[config.mk]
export PLATFORM = sky130hd
export DESIGN_NAME = fifo_nibble_packer
export DESIGN_NICKNAME = d
export VERILOG_FILES = /design/src/rtl/fifo_nibble_packer.sv
export SDC_FILE = /design/constraint.sdc
export NUM_CORES = 1
export LEC_CHECK = 0
export BUFFER_PORTS_ARGS = -buffer_cell sky130_fd_sc_hd__buf_2
export CAP_MARGIN = 20
export CORE_MARGIN = 3
export CORE_UTILIZATION = 50
export CTS_BUF_LIST = sky130_fd_sc_hd__clkbuf_2
export DETAILED_ROUTE_END_ITERATION = 6
export PLACE_DENSITY_LB_ADDON = 0.05
export SYNTH_ARGS = -nofsm -noshare
export SYNTH_HDL_FRONTEND = slang
export SYNTH_SLANG_ARGS = --single-unit
[constraint.sdc]
create_clock -name clk -period 1.6 [get_ports clk]
set_input_delay 0.08 -clock clk [delete_from_list [all_inputs] [get_ports clk]]
set_output_delay 0.08 -clock clk [all_outputs]
set_load 0.03 [all_outputs]
[src/rtl/fifo_nibble_packer.sv]
// Pops 4-bit nibbles from a registered-output sync FIFO and packs pairs into 8-bit words.
// Define PACKER_FLUSH_EN to flush a lone nibble as a partial word after 15 empty cycles.
module fifo_nibble_packer (
  input  logic       clk,
  input  logic       rst_n,
  input  logic       fifo_empty,
  input  logic [3:0] fifo_rd,
  output logic       fifo_rd_en,
  output logic [7:0] out_data,
  output logic       out_valid,
  input  logic       out_ready,
  output logic       out_partial,
  output logic [7:0] word_cnt,
  output logic [2:0] state_dbg
);

  // Output handshake: a word moves when out_valid && out_ready at a rising edge;
  // out_valid, out_data and out_partial hold steady until that edge.
  typedef enum logic [2:0] {IDLE, LO_WAIT, HI, HI_WAIT, HOLD} state_t;

  state_t state_q, state_d;
  logic   rd_req;
  logic   cap_lo;
  logic   cap_hi;
  logic   xfer;

`ifdef PACKER_FLUSH_EN
  logic [3:0] wait_cnt;
  logic       flush;
  logic       partial_q;
`endif

  always_comb begin
    state_d = state_q;
    rd_req  = 1'b0;
    cap_lo  = 1'b0;
    cap_hi  = 1'b0;
    xfer    = 1'b0;
`ifdef PACKER_FLUSH_EN
    flush   = 1'b0;
`endif
    case (state_q)
      IDLE: begin
        rd_req = !fifo_empty;
        if (rd_req) state_d = LO_WAIT;
      end
      LO_WAIT: begin
        cap_lo  = 1'b1;
        state_d = HI;
      end
      HI: begin
        rd_req = !fifo_empty;
        if (rd_req) begin
          state_d = HI_WAIT;
        end
`ifdef PACKER_FLUSH_EN
        // wait_cnt already holds 14 empty cycles, so this is the 15th
        else if (wait_cnt == 4'd14) begin
          flush   = 1'b1;
          state_d = HOLD;
        end
`endif
      end
      HI_WAIT: begin
        cap_hi  = 1'b1;
        state_d = HOLD;
      end
      HOLD: begin
        if (out_ready) begin
          xfer    = 1'b1;
          state_d = IDLE;
        end
      end
      default: state_d = IDLE;
    endcase
  end

  // Gated by rst_n so the pop request drops the instant reset asserts.
  assign fifo_rd_en = rd_req && rst_n;
  assign state_dbg  = state_q;

  always_ff @(posedge clk or negedge rst_n) begin
    if (!rst_n) begin
      state_q   <= IDLE;
      out_data  <= 8'h00;
      out_valid <= 1'b0;
      word_cnt  <= 8'h00;
    end else begin
      state_q <= state_d;
      if (cap_lo) out_data[3:0] <= fifo_rd;
      if (cap_hi) begin
        out_data[7:4] <= fifo_rd;
        out_valid     <= 1'b1;
      end
`ifdef PACKER_FLUSH_EN
      if (flush) begin
        out_data[7:4] <= 4'h0;
        out_valid     <= 1'b1;
      end
`endif
      if (xfer) begin
        out_valid <= 1'b0;
        word_cnt  <= word_cnt + 8'd1;
      end
    end
  end

`ifdef PACKER_FLUSH_EN
  always_ff @(posedge clk or negedge rst_n) begin
    if (!rst_n) begin
      wait_cnt  <= 4'd0;
      partial_q <= 1'b0;
    end else begin
      if (cap_lo) begin
        wait_cnt <= 4'd0;
      end else if (state_q == HI && fifo_empty) begin
        wait_cnt <= wait_cnt + 4'd1;
      end
      if (cap_hi || xfer) partial_q <= 1'b0;
      else if (flush)     partial_q <= 1'b1;
    end
  end

  assign out_partial = partial_q;
`else
  assign out_partial = 1'b0;
`endif

endmodule

Word-level counts from Yosys, hierarchy flattened. Cells that the tools add are included.

Register bits after elaboration: 20. Input bits: 8. Output and inout bits: 22. Word-level logic and storage cells: 30.

Add/sub/neg operators: 1. Eq/ne operators: 7. Muxes and demuxes: 11. Reductions and logical operators: 6.

Operators by type and width (number): case mux 3 bit (5 select lines) (1); two-way mux 3 bit (3); adder 8 x 1 -> 8 bit (second input constant) (1); two-way mux 1 bit (7); equality test 3 x 2 -> 1 bit (second input constant) (2); != test 2 bit (second input constant) (3); equality test 3 x 1 -> 1 bit (second input constant) (1); equality test 3 bit (second input constant) (1); logical NOT 3 bit (1); AND reduction 3 bit (1); nonzero test 2 bit (1); OR reduction 2 bit (1); logical AND 1 bit (1); logical NOT 1 bit (1).

Depth between registers and ports, before layout. Gate-level depths: netlist of run 1.

Word-level depth: 4. Gate-level depth with buffers: 4. Depth with buffers taken out: 4.

Worst setup path after synthesis of run 1. No wires, ideal clock.

Kind: register to register. From: register state_q[0] (netlist: state_dbg[0]). To: register word_cnt[7]. Library setup time: 0.080 ns. Data arrival time: 1.358 ns. Data required time: 1.520 ns. Setup slack: 0.162 ns. Stages on the path, launching flop included: 5. Path buffers: 1. Period minus slack after synthesis: 1.438 ns. Cell sequence: dfrtp_1 -> nand4bb_1 -> buf_2 -> nor4_4 -> xor2_1.

Cells in the longest elaborated chain, start to end: 2.

Ends and longest elaborated chain: start, declared (RTL line 21) `state_t state_q, state_d;`; start signal, assigned (RTL line 89) `state_q <= state_d;`; equality test 3 bit (RTL line 42) `case (state_q)`; two-way mux 1 bit (RTL line 42); end signal, assigned (RTL line 103) `word_cnt <= word_cnt + 8'd1;`; end, declared (RTL line 13) `output logic [7:0] word_cnt,`.

Every way passes these cells. A chain may end at the register's enable or synchronous reset.

Worst setup path after layout of run 1.
From: register state_q[2] (netlist: state_dbg[2]). To: output port fifo_rd_en.

Cells in the longest elaborated chain, start to end: 4. Elaborated cells between the ends (all ways): 5.

Ends and longest elaborated chain: equality test 3 x 2 -> 1 bit or logical NOT 3 bit (tied branches) (RTL line 42); OR reduction 2 bit (no source line) (*); two-way mux 1 bit (*); logical AND 1 bit (*) (RTL line 79) `assign fifo_rd_en = rd_req && rst_n;`; end, declared (RTL line 8) `output logic fifo_rd_en,`.

Mark *: on every way between the ends. The rest lies on a longest branch, timed or not.

==> results of run 1 <==
## sequential cells by signal (all words and copies together) (netlist names)
signal and count:
out_data 8, word_cnt 8, state_dbg 3, out_valid 1
## cells in the mapped netlist (all sizes together)
library cell,count,share of area [%]
nand4bb,1,1.3
nor4,1,2.5
nand3b,1,0.89
xor2,4,4.2
ha,1,1.5
nor3,3,1.8
mux2,8,11
nand3,2,1.2
and2,1,0.74
buf,2,1.5
nor3b,1,1.5
xnor2,4,4.2
o21ai,1,0.59
conb,1,0.45
nand2,9,4.0
and4bb,1,1.5
dfrtp,20,59
nor2,3,1.3
nand4,1,0.74
## kinds of logic (layout without fill, tap and decap cells)
| logic type | Yosys count | count (layout) | synth area share, % |
|---|---|---|---|
| buffers and inverters | 2 | 40 | 1.49 |
| AND/OR/NAND/NOR | 24 | 24 | 17.5 |
| flip-flops | 20 | 20 | 59.4 |
| other | 1 | 1 | 0.445 |
| AO/OA/AOI/OAI | 1 | 1 | 0.594 |
| adder cells (fa/ha/maj) | 1 | 1 | 1.49 |
| multiplexers | 8 | 8 | 10.7 |
| XOR/XNOR | 8 | 8 | 8.32 |
## area by class of cell
type | instances | area share [%]
Sequential cell | 20 | 45.8
Tap cell | 16 | 1.83
Clock buffer | 3 | 1.37
Multi-Input combinational cell | 43 | 30.5
Timing Repair Buffer | 37 | 20.5
## worst min-delay path by stage
stage | start | end | slack [ps] | depth (start not counted)
floorplan | rst_n | out_data[0]$_DFFE_PN0N_ | -220 | 0
global placement | rst_n | word_cnt[7]$_DFFE_PN0N_ | 90 | 2
detailed placement | rst_n | word_cnt[6]$_DFFE_PN0N_ | 90 | 2
CTS | fifo_rd[1] | out_data[1]$_DFFE_PN0N_ | 0.01 | 2
global route | rst_n | word_cnt[4]$_DFFE_PN0N_ | 260 | 3
finish | rst_n | word_cnt[7]$_DFFE_PN0N_ | 280 | 3
## where the power goes
group | switching (mW) | total (mW) | internal, mW
combinational | 0.556 | 0.886 | 0.330
clock | 0.140 | 0.192 | 0.0511
sequential | 0.142 | 0.821 | 0.679
total | 0.839 | 1.90 | 1.06
## tightest hold or removal path: cells and delay by family
kind                   cells  cell delay (ps)
buffers and inverters      3              900
## cells in the final DEF (no fill, tap or decap), types with 2 or more instances in the layout
master | synthesis | routed
nor3_1 | 3 | 2
nand2_1 | 9 | 9
clkbuf_2 | 0 | 3
buf_2 | 1 | 28
xnor2_1 | 4 | 4
nor2_1 | 3 | 3
nand3_1 | 2 | 2
xor2_1 | 4 | 4
buf_4 | 1 | 2
dlygate4sd3_1 | 0 | 7
mux2_2 | 8 | 8
dfrtp_1 | 20 | 19
## repair_timing
| action | in CTS | in global routing |
|---|---|---|
| hold buffers | 3 | 4 |
| hold endpoints to repair | 22 | 8 |
| setup endpoints to repair | 0 | 1 |
| gates resized for setup | 0 | 2 |
## metal layers
layer  share of wire, %  wire length, µm  global-route usage, %
met5                  0                0                      0
met4                2.4               38                   9.94
met3                6.1               96                   4.98
met2                 44              691                   23.8
met1                 48              757                   22.6
## through the flow
| stage | cells | hold slack (ps) | setup WS (ps) | utilization [%] |
|---|---|---|---|---|
| final | 119 | 281 | 191 | 71.1 |
| after global routing | 119 | 259 | 17.2 | 71.1 |
| after CTS | 115 | 0.0102 | 118 | 68.1 |
| after detailed placement | 109 | 93.4 | 257 | 65.2 |
| after global placement | 109 | 92.9 | 271 | 65.2 |
| after floorplan | 65 | -216 | 162 | - |
==> metrics list, run 1 <==
- Run status: finished, final reports clean
- Reg2Reg Setup Slack: between 200 and 250 ps
- Total CTS buffers: 3
- Measured in cells, the most critical reg-to-reg path has a length of 4.
- VDD sags by at most roughly 1.1 mV.
- The average instance in the mapped netlist occupies 13.0 µm².
- After floorplanning, the core was sized to cover approximately 1500 µm².
* Highest achievable clock rate: 0.710 GHz
- Top-Level Pins: 30
- Via count normalized by instance count: between 5 and 6
- Critical Path End: fifo_rd_en
- Endpoint of the worst register-to-register path: word_cnt[7]$_DFFE_PN0N_
- Of the available clock period, the critical path in the final layout requires 88.1%.
- Count of cell types in the netlist: 20
* Count of endpoints failing hold in the final timing report: 0
- Initial Util: ~55%
- When the netlist entered floorplanning its net count stood at 74.
- Setup violations remaining at the end of the flow were counted as 0.
- At the end of routability-driven placement, the weighted congestion stood at around 0.69.
- Worst hold path type: in2async
- After detailed routing, the average wire length per cell comes to 13.3 µm.
- In the final layout, the share of cells above drive strength 1 is 44.7%.
* Worst path buffer plus inverter count: 1
* Placed Area: 1000 µm²
- Counting I/O delays and the setup requirement, the final critical path takes between 1000 and 1500 ps.
- GRT overflow: 0
* Endpoint kind of the worst setup timing path: primary output
- Compared with the post-synthesis result, the final layout area differs by 30.2%.
- The clock net in this run drives a total of 20 sinks.
- In this run, synthesis produced a sequential element count of 20.
* Initial drt markers: 6
- Detailed-routing iteration count for the pre-antenna-repair pass: 3
- In the final design database the tool counted between 100 and 150 nets.
- Number of diodes added for antenna fixing: 0
- Routed wire length: between 1.5 and 2 mm
- The total count of max-transition violations in the final report came to 0.
* Worst setup skew after layout: roughly 4.9 ps
- Launching element of the worst setup path: state_dbg[2]$_DFFE_PN0P_
* Std-Cell Rows: 14
- Registers take approximately 500 µm².
* First-pass GRT wire length: around 2.5 mm
- Sequence of cells on the critical path: nor3_2 > and2_1 > buf_2
- The die is approximately 47 µm tall.
* CTS tree: built
- Final antenna-violating net count: 0
- The wire-length estimate of the detail-placed layout is about 1.1 mm.
- Entering global routing, the biggest net connects 21 pins.
- Initial antenna violation count: 0
- Cell count along the critical path: 3
- Launching point of the worst reg2reg path: state_dbg[1]$_DFFE_PN0P_
- Critical Path Start Type: flop
- RSZ-0062 raised after global routing: false
- Count of fill cells added during filler insertion: between 100 and 150
* Critical path start-end classification: reg2out
- Summing internal, switching and leakage power gives between 1.5 and 2 mW.
* Static power due to leakage: between 0.5 and 0.6 nW
- The slowest stage of the critical path belongs to the cell dfrtp_1.
- For the worst-skew pair, the clock arrives at the later sink with an insertion delay of ~300 ps.
- Vias post-DR: a little over 600
- Count of synthesis-stage warnings from yosys: 0
- For the worst setup path, the data arrival time is between 1000 and 1500 ps.
* Port bufs: 28
* Final total negative setup slack: 0 ps
- Number of remaining DRC errors: 0
- Final Instance Area: approximately 1100 µm²
- Die area: 2210 µm²
- Number of global-route vias before repair: between 500 and 600
- Floorplan die width: between 40 and 50 µm
* CTS Buffer Depth: 2
- The tree is rooted in a clkbuf_2.
* Total standard cell area after synthesis: 842 µm²
- Along the worst path, the maximum fanout reaches 8.
* Top delay family on crit path: flip-flops
- Worst-path clk slew: 170 ps
- Power density over the cells: 1730 nW/µm²
- The share of the Yosys chip area taken by registers is about three fifths.
- Instance count of the mapped netlist: 65
- Endpoint required time on the critical path: between 1500 and 2000 ps
- Reported max-cap violation count: 0
* GRT Overall Usage: roughly 17%
* Post-CTS Repair Setup Buffers: 0
- Summing all multi-input logic gate instances after layout gives around 330 µm².
- In this design, the stage delay of the slowest critical-path cell is roughly 500 ps.
- H-Tree Level Count: 1
(Power assumes the default switching activity.)
==> inputs of run 2 (changes only) <==
--- a/config.mk
+++ b/config.mk
@@ -5,13 +5,14 @@
 export SDC_FILE = /design/constraint.sdc
 export NUM_CORES = 1
 export LEC_CHECK = 0
+export ABC_AREA = 1
 export BUFFER_PORTS_ARGS = -buffer_cell sky130_fd_sc_hd__buf_2
 export CAP_MARGIN = 20
 export CORE_MARGIN = 3
-export CORE_UTILIZATION = 50
+export CORE_UTILIZATION = 51
 export CTS_BUF_LIST = sky130_fd_sc_hd__clkbuf_2
 export DETAILED_ROUTE_END_ITERATION = 6
-export PLACE_DENSITY_LB_ADDON = 0.05
+export PLACE_DENSITY = 0.76
 export SYNTH_ARGS = -nofsm -noshare
 export SYNTH_HDL_FRONTEND = slang
 export SYNTH_SLANG_ARGS = --single-unit
==> run 2 against run 1 <==
Against the previous run: count of clock-buffer cells in the layout is the same; critical path type unchanged; sequential share of layout area shrank 3.3 points; global-route usage up 2.2 points; via count increased by 28%; clock skew shrank 3.5 ps; largest power group unchanged; sequential cell count unchanged; area after synthesis increased by 11%; worst setup slack got worse by 10 ps; sequential power is 0.7% higher; cell area up 7.5%; non-clock buffer count is 1 lower.
==> metrics list, run 2 <==
* Total CTS buffers: 3 (unchanged)
* Sequential cell area fraction in the yosys report: 53.5% (was 59.4%)
- GRT overflow: 0 (unchanged)
- The async set-reset flop share out of synthesis is 100% (unchanged).
- The cell type with the highest aggregate area in the netlist was dfrtp_1 (unchanged).
- CTS root buf: clkbuf_2 (unchanged)
* Total instance count after detailed placement: 160 (was 109)
- Top library cells by usage in the layout, fill and taps aside: nand2_1 (39), buf_2 (28), dfrtp_1 (20) (was buf_2 (28), dfrtp_1 (19), nand2_1 (9)).
- The number of fillers in the final layout is 141 (was 129).
- The adder-cell share of the synthesized area was 1.34% (was 1.49%).
- The insertion delay to the later sink of the worst-skew pair came to 300 ps (about the same).
- Fraction of final layout cells with drive strength greater than 1: 29.5% (was 44.7%)
- The die width was 48.8 µm (was 47.0 µm).
- The area growth from synthesis to final layout is 26.1% (was 30.2%).
- The final critical delay including setup and external delays came to 1420 ps (was 1410 ps).
- The highest attainable clock frequency came to 0.705 GHz (was 0.710 GHz).
- Static power due to leakage: 0.640 nW (was 0.572 nW)
- The total standard cell area after synthesis is 935 µm² (was 842 µm²).
- The HPWL after detailed placement was 1.39 mm (was 1.09 mm).
* Global placer's final weighted congestion: 0.721 (was 0.691)
- The dominant cell by count in the synthesized netlist is nand2_1 (was dfrtp_1).
- The initial antenna violation count was 0 (unchanged).
- The cell depth of the worst flop-to-flop path came to 4 (unchanged).
- Critical path start-end classification: reg2out (unchanged)
- Worst Setup Slack, final: 181 ps (was 191 ps)
* Worst hold slack after final layout: 256 ps (was 281 ps)
* Worst-path clk slew: 180 ps (was 170 ps)
- Max-slew violations: 0 (unchanged)
- Routed wire length: 1.99 mm (was 1.58 mm)
- The total routing usage reported by global routing came to 19.0% (was 16.8%).
- CTS Buffer Depth: 2 (unchanged)
* Final instance count without filler cells: 170 (was 119)
- The number of cell rows is 14 (unchanged).
* Worst Path Max Fanout: 4 (was 8)
- Top cells by area in the synthesized netlist: dfrtp_1 (54%), nand2_1 (16%), o21ai_1 (5.9%) (was dfrtp_1 (59%), mux2_2 (11%), xnor2_1 (4.2%)).
- The pre-CTS worst setup slack was 370 ps (was 257 ps).
- The delay of the slowest critical-path stage came to 470 ps (was 500 ps).
* Overall power after layout: 1.98 mW (was 1.90 mW)
- The total count of hold-check failures in the final report came to 0 (unchanged).
- The count of nets left with antenna violations after detail routing came to 0 (unchanged).
* Final total negative setup slack: 0 ps (unchanged)
- Complex-gate fraction of the synthesized area: 6.43% (was 0.594%)
- Synthesized area per cell: 8.57 µm² (was 13.0 µm²)
- The CTS sink count is 20 (unchanged).
- The final setup skew is 1.33 ps (was 4.85 ps).
* Most numerous cell types in the synthesized netlist: nand2_1 (39), dfrtp_1 (20), o21ai_1 (11) (was dfrtp_1 (20), nand2_1 (9), mux2_2 (8))
- The number of nets in the finished design is 157 (was 114).
- RSZ-0062 raised after global routing: false (unchanged)
- Routed wire per std cell: 11.7 µm (was 13.3 µm)
- The main combinational cell family by area after synthesis is simple AND/OR/NAND/NOR gates (unchanged).
- The most common library cell in the layout ignoring fill and taps was nand2_1 (was buf_2).
- The multiplexer share of the synthesized area is 0% (was 10.7%).
- The critical register-to-register path startpoint was state_dbg[0]$_DFFE_PN0P_ (was state_dbg[1]$_DFFE_PN0P_).
- The peak supply drop came to 1.23 mV (was 1.13 mV).
* Number of diodes added for antenna fixing: 0 (unchanged)
* Fraction of the cycle the final worst path needs: 88.7% (was 88.1%)
* # setup viols final: 0 (unchanged)
- Critical Path Start Type: flop (unchanged)
- First-pass GRT wire length: 3.55 mm (was 2.50 mm)
- Synth top area share: 53.5% (was 59.4%)
* Count of synthesis-stage warnings from yosys: 0 (unchanged)
- Detailed-routing iteration count for the pre-antenna-repair pass: 4 (was 3)
* Instance count of the mapped netlist: 109 (was 65)
* Reg2Reg Setup Slack: 350 ps (was 240 ps)
- H-Tree Level Count: 1 (unchanged)
- Flip-flop cell with the highest count after synthesis: dfrtp_1 (unchanged)
- Number of remaining DRC errors: 0 (unchanged)
* Power density over the cells: 1680 nW/µm² (was 1730 nW/µm²)
- The area of the core region came to 1610 µm² (was 1540 µm²).
- The number of buffers and inverters on the critical path is 2 (was 1).
- The kind of end point of the critical path is a primary output (unchanged).
- Synthesized flop and latch total: 20 (unchanged)
- The number of DRC violations after detailed-routing iteration 0 was 28 (was 6).
- Largest net degree at the start of global routing: 21 (unchanged)
* Via count normalized by instance count: 4.61 (was 5.14)
- The xor and xnor fraction of the mapped netlist area came to 2.81% (was 8.32%).
- The number of top-level pins came to 30 (unchanged).
- Cell with the biggest individual delay on the critical path: dfrtp_1 (unchanged)
- Run status: finished, final reports clean (unchanged)
- Worst endpoint data arrival time: 1340 ps (was 1330 ps)
- Endpoint of the worst register-to-register path: word_cnt[4]$_DFFE_PN0N_ (was word_cnt[7]$_DFFE_PN0N_)
* Initial Util: 58.0% (was 54.6%)
- Endpoint required time on the critical path: 1520 ps (about the same)
- Top delay family on crit path: flip-flops (unchanged)
- The count of flip-flops with a built-in enable after synthesis came to 0 (unchanged).
* Reported max-cap violation count: 0 (unchanged)
- The number of port buffers came to 28 (unchanged).
- The TritonCTS clock tree is built (unchanged).
- Count of cell types in the netlist: 20 (unchanged)
- Worst hold path type: in2async (unchanged)
* Sequence of cells on the critical path: inv_2 > nand2_1 > nor3b_1 > buf_2 (was nor3_2 > and2_1 > buf_2)
* Synthesized Nets: 118 (was 74)
- Number of global-route vias before repair: 765 (was 542)
- The synthesized-area fraction occupied by and/or/nand/nor cells was 28.2% (was 17.5%).
- The die height is 48.8 µm (was 47.0 µm).
- Die area: 2380 µm² (was 2210 µm²)
- Vias post-DR: 784 (was 612)
## run 2: timing repair
item	CTS	global route
gates resized for setup	0	0
hold endpoints to repair	28	0
hold buffers	7	0
setup buffers	0	0
## run 2: power by group
group	total (mW)	leakage, nW	internal, mW	switching, mW
Clock	0.201	0.0125	0.0511	0.150
Sequential	0.827	0.253	0.678	0.150
Combinational	0.957	0.374	0.283	0.674
Total	1.98	0.640	1.01	0.973
## run 2: how the worst max path moves through the flow
stage               slack, ps                       to  cells after the start                      from
floorplan                  70               fifo_rd_en                      3  state_dbg[2]$_DFFE_PN0P_
global placement          430  word_cnt[4]$_DFFE_PN0N_                      4  state_dbg[0]$_DFFE_PN0P_
detailed placement        370  word_cnt[4]$_DFFE_PN0N_                      4  state_dbg[0]$_DFFE_PN0P_
CTS                       170               fifo_rd_en                      4  state_dbg[0]$_DFFE_PN0P_
global route               30               fifo_rd_en                      4  state_dbg[2]$_DFFE_PN0P_
finish                    180               fifo_rd_en                      4  state_dbg[0]$_DFFE_PN0P_
## run 2: worst register-to-register path, stage by stage (launching register included)
cell and delay (ps):
dfrtp_1 470, inv_2 110, nand4_2 290, o21ai_1 230, nand2_1 60
## run 2: stage by stage
| stage | area [µm²] | utilization (%) |
|---|---|---|
| after floorplan | 935 | - |
| final | 1180 | 73.1 |
| after detailed placement | 1090 | 67.9 |
| after global placement | 1090 | 67.9 |
| after global routing | 1180 | 73.1 |
| after CTS | 1180 | 73.1 |
## run 2: routing by layer
| metal | routed length, µm | track usage (%) | vias to the layer above |
|---|---|---|---|
| met5 | 0 | 0 | - |
| met3 | 103 | 3.36 | 2 |
| li1 | - | - | 411 |
| met1 | 904 | 27.1 | 349 |
| met4 | 14 | 7.11 | 0 |
| met2 | 967 | 29.0 | 22 |
## run 2: area by class of cell
cell class	instances	area, µm²	share of cell area [%]
flip-flops and latches	20	500	42.5
multi-input cells	74	367	31.1
repair buffers	36	218	18.5
inverters	13	48.8	4.14
clock buffers	3	15.0	1.27
well taps	24	30.0	2.55
## run 2: cell families after synthesis
| logic type | Yosys count |
|---|---|
| DFF | 20 |
| xor gates and xnor gates | 3 |
| AOI/OAI and AO/OA | 12 |
| and+or+nand+nor | 57 |
| adders and majority gates | 1 |
| other | 1 |
| buffers and inverters | 15 |
